<file path="src/rtl/pulse_spacer.sv">
// pulse_spacer
//
// Fast-domain (clka) front end for a 1-bit toggle-based fast-to-slow pulse
// synchroniser. Single-cycle event pulses, including back-to-back bursts,
// are counted into a saturating backlog. They are re-emitted one at a time,
// at least GAP clka cycles apart, so that every toggle survives the slow
// side's three-flop sampling.
//
// Parameters
//   CNT_W : backlog counter width; maximum backlog is 2**CNT_W - 1.
//   GAP   : minimum clka cycles between pulse_out assertions (must be >= 2).
//
// Ports
//   clka      : source (fast) clock; all logic runs on its rising edge.
//   src_rst_n : asynchronous active-low reset; discards any backlog.
//   pulse_in  : event input; each high cycle is one event.
//   clr       : synchronous clear of the backlog and the overflow flag.
//   pulse_out : registered, spaced single-cycle pulse (drives Signal_a).
//   pending   : events accepted but not yet emitted.
//   busy      : backlog non-empty or spacing window still running.
//   overflow  : sticky; at least one event was dropped at full backlog.

module pulse_spacer #(
  parameter int CNT_W = 4,
  parameter int GAP   = 8
) (
  input  logic             clka,
  input  logic             src_rst_n,
  input  logic             pulse_in,
  input  logic             clr,
  output logic             pulse_out,
  output logic [CNT_W-1:0] pending,
  output logic             busy,
  output logic             overflow
);

  // The gap timer only ever holds 0 .. GAP-1.
  localparam int               GAP_W      = (GAP > 1) ? $clog2(GAP) : 1;
  localparam logic [CNT_W-1:0] PMAX       = {CNT_W{1'b1}};
  localparam logic [GAP_W-1:0] GAP_RELOAD = GAP_W'(GAP - 1);

  logic [CNT_W-1:0] pending_q, pending_d;
  logic [GAP_W-1:0] gap_q, gap_d;
  logic             overflow_q, overflow_d;
  logic             pulse_out_q;
  logic             emit;

  // Emission is decided purely from registered state plus clr, so there is
  // no combinational path from pulse_in to pulse_out.
  always_comb begin
    emit = (pending_q != '0) && (gap_q == '0) && !clr;
  end

  // Backlog update. A simultaneous arrival and emission leaves the count
  // unchanged, which is why a full backlog can still accept an event on an
  // emitting edge. An event arriving while clr is high is discarded silently.
  always_comb begin
    pending_d  = pending_q;
    overflow_d = overflow_q;
    if (clr) begin
      pending_d  = '0;
      overflow_d = 1'b0;
    end else if (pulse_in && emit) begin
      pending_d = pending_q;
    end else if (pulse_in) begin
      if (pending_q == PMAX) begin
        overflow_d = 1'b1;
      end else begin
        pending_d = pending_q + CNT_W'(1);
      end
    end else if (emit) begin
      pending_d = pending_q - CNT_W'(1);
    end
  end

  // The gap timer keeps running through clr, so the spacing guarantee
  // towards the synchroniser still holds right after a clear.
  always_comb begin
    gap_d = gap_q;
    if (emit) begin
      gap_d = GAP_RELOAD;
    end else if (gap_q != '0) begin
      gap_d = gap_q - GAP_W'(1);
    end
  end

  always_ff @(posedge clka or negedge src_rst_n) begin
    if (!src_rst_n) begin
      pending_q   <= '0;
      gap_q       <= '0;
      overflow_q  <= 1'b0;
      pulse_out_q <= 1'b0;
    end else begin
      pending_q   <= pending_d;
      gap_q       <= gap_d;
      overflow_q  <= overflow_d;
      pulse_out_q <= emit;
    end
  end

  assign pulse_out = pulse_out_q;
  assign pending   = pending_q;
  assign overflow  = overflow_q;
  assign busy      = (pending_q != '0) || (gap_q != '0);

endmodule

</file>
<file path="config.mk">
export PLATFORM = sky130hd
export DESIGN_NAME = pulse_spacer
export DESIGN_NICKNAME = d
export VERILOG_FILES = /design/src/rtl/pulse_spacer.sv
export SDC_FILE = /design/constraint.sdc
export NUM_CORES = 1
export LEC_CHECK = 0
export BUFFER_PORTS_ARGS = -buffer_cell sky130_fd_sc_hd__buf_2
export CAP_MARGIN = 25
export CELL_PAD_IN_SITES_DETAIL_PLACEMENT = 0
export CELL_PAD_IN_SITES_GLOBAL_PLACEMENT = 2
export CORE_UTILIZATION = 34
export DETAILED_ROUTE_END_ITERATION = 12
export PLACE_DENSITY_LB_ADDON = 0.1
export SLEW_MARGIN = 20
export SYNTH_ARGS = -nofsm -noshare
export SYNTH_HDL_FRONTEND = slang
export SYNTH_SLANG_ARGS = --single-unit
export TNS_END_PERCENT = 30
</file>
<file path="constraint.sdc">
create_clock -name clka -period 4 [get_ports clka]
set_input_delay 0.8 -clock clka [delete_from_list [all_inputs] [get_ports clka]]
set_output_delay 0.8 -clock clka [all_outputs]
set_load 0.02 [all_outputs]
</file>
==> metrics <==
most frequent cells after synthesis 9 x dfrtp_1, 6 x inv_1, 6 x nand2_1, 6 x nor2_1, 4 x ha_1; max-slew violations 0; async set-reset flop share out of synthesis 1.000; Mapped Area 575.6 um2; final critical-path share of the clock period 0.5976; Post-synth top flop dfrtp_1; core area 1541 um2; post-synth top area share 0.3913; Yosys reg bits 9; Avg Inst Size Synth 10.28 um2; clock power share 0.151; Worst Slack Setup Final 1.610 ns; hpwl dp 819.9 um; die width 43.15 um; RSZ-0062 raised after global routing no; max cap viols 0; die area 1861 um2; initial antenna violation count 0; I/O Buffers 10; instance count of the mapped netlist 56; hold_buf cts 0; H-tree Lvls 1; via count 431; switching power 0.0001879 W; relative slew slack 0.7438; status complete, no violations; CTS buffer count 3; post-synth cell types 24; fmax 0.4183 GHz; Register Area 225.2 um2; Crit Path Max Fanout 6; worst ir drop on vdd 0.4190 mV; internal power 0.0002638 W; Critical Path AT 1.59 ns; Pleak 0.3519 nW; gr usage total 0.1335; Layout Nets 80; Avg Vias per Cell 5.012; DR iter-0 viols 4; kind of critical path register to output port; Slew @ Worst Pin 0.3835 ns; Hold Crit Class primary input to asynchronous set/reset pin; largest net degree at the start of global routing 10; Fin. Hold Viols 0; maximum root-to-sink buffer count 2; Routed wire per std cell 11.79 um; Util after Layout 0.4367; count of final setup violators 0; Period minus WS final 2.390 ns; Die H 43.15 um; number of flops mapped to enable cells by yosys 0; Worst Setup End Kind output port; post-route setup TNS 0 ns; Post-CTS Resized 0; DR pass1 iterations 3; synth warn 0; most frequent cell after synthesis dfrtp_1; final WL 1014 um; vias in the first global route 420; Worst Skew 0.002527 ns; clock sink count 9; Post-CTS Setup Repair Bufs 0; WP data required 3.20 ns; CP startpoint kind register; syn nets 65; Area Growth Syn to Fin 16.96%; Power Density 671.1 nW/um2; Logic pwr share 0.523; initial core utilization 0.3734; number of antenna cells inserted 0; number of placement rows 14; clk_lat worst skew 0.26 ns; Placer Congestion 0.7171; area of the multi-input gates 327.8 um2; CTS clk-pin slew, worst paths 0.06 ns; pre-CTS WS 1.542 ns; cell taking the most area after synthesis dfrtp_1; CTS tree built; fillcell total 163; Detail Route Antenna Nets 0; most area-consuming cells after synthesis dfrtp_1 39%, ha_1 8.7%, xnor2_1 4.6%; Seq pwr share 0.326; global-route wire length before repair 1807 um; Seq/Total Area, Yosys 0.3913; net switching fraction of the power 0.4160; remaining global-route overflow 0; Clk Tree Root Cell clkbuf_4; num ports 11; drt drc 0; share of cells above drive strength 1 0.3000
layout make-up:
type                       count  area share
clock buffer                   3     0.03346
clock inverter                 1    0.007435
inverter                       6     0.03346
multi-input combinational     41      0.4870
sequential                     9      0.3346
tap                           16     0.02974
timing repair buffer          10     0.07435
worst paths after layout:
| check | startpoint | endpoint | slack [ns] | depth (start not counted) |
|---|---|---|---|---|
| setup / recovery | pending[0] | busy | 1.61 | 3 |
| hold / removal | src_rst_n | overflow | 0.37 | 1 |
| setup reg to reg | gap_q[0] | pending[3] | 2.16 | 7 |
| hold reg to reg | overflow | overflow | 0.50 | 1 |
| max in group asynchronous | src_rst_n | gap_q[1] | 3.45 | 1 |
| min in group clka | overflow | overflow | 0.50 | 1 |
logic make-up (layout without fill, tap and decap cells):
family          Yosys count  after routing  synth area share
flops                     9              9            0.3913
fa+ha+maj                 5              5            0.1217
buf+inv                   6             20           0.03913
xor+xnor                  3              3           0.04566
mux                       3              3           0.05435
compound gates           10             10            0.1761
simple gates             20             20            0.1717
state kept, by name, indices dropped and copies added, names as in the netlist:
name	cells
pending	4
pulse_out	1
overflow	1
gap_q	3
cells in the final DEF, fill, tap and decap left out:
cell and n:
a211oi_2 1, a21boi_4 1, a21o_1 1, a21oi_1 2, a21oi_2 1, a22oi_1 1, a31oi_4 1, buf_2 10
clkbuf_4 3, clkinv_2 1, dfrtp_1 9, fa_1 1, ha_1 4, inv_1 6, mux2_1 1, mux2i_1 2
nand2_1 6, nand2b_1 2, nand3_1 1, nor2_1 6, nor2b_1 2, nor4_1 1, o21ai_0 1, o21ba_2 1
or2_2 1, or4_4 1, xnor2_1 3
worst max-delay path, stage by stage, from the launching register on:
cell      delay [ns]
dfrtp_1         0.45
or4_4           0.56
nand2b_1        0.15
buf_2           0.16
metal layers:
layer / part of all wire / up-vias / GRT usage
li1: - / 217 / -
met1: 0.48 / 200 / 0.1845
met2: 0.44 / 12 / 0.1791
met3: 0.062 / 2 / 0.06809
met4: 0.016 / 0 / 0.04242
met5: 0 / - / 0
power by group through the flow:
stage	sequential, W	clock [W]	combinational, W
3_3_place_gp	0.000150	0	0.000240
2_1_floorplan	0.000160	0	0.000173
4_1_cts	0.000148	0.0000711	0.000240
6_report	0.000147	0.0000684	0.000236
3_5_place_dp	0.000150	0	0.000239
5_1_grt	0.000152	0.0000765	0.000269
stage by stage:
stage                     instance area [um2]  hold slack, ns   power, W  cells
final                                   673.1          0.3734  0.0004517     86
after detailed placement                645.6          0.4897  0.0003891     82
after floorplan                         575.6          0.4831  0.0003336     56
after CTS                               673.1          0.3714  0.0004593     86
after global placement                  645.6          0.4871  0.0003902     82
after global routing                    673.1          0.3688  0.0004969     86
Power figures use the tool's default switching activity.
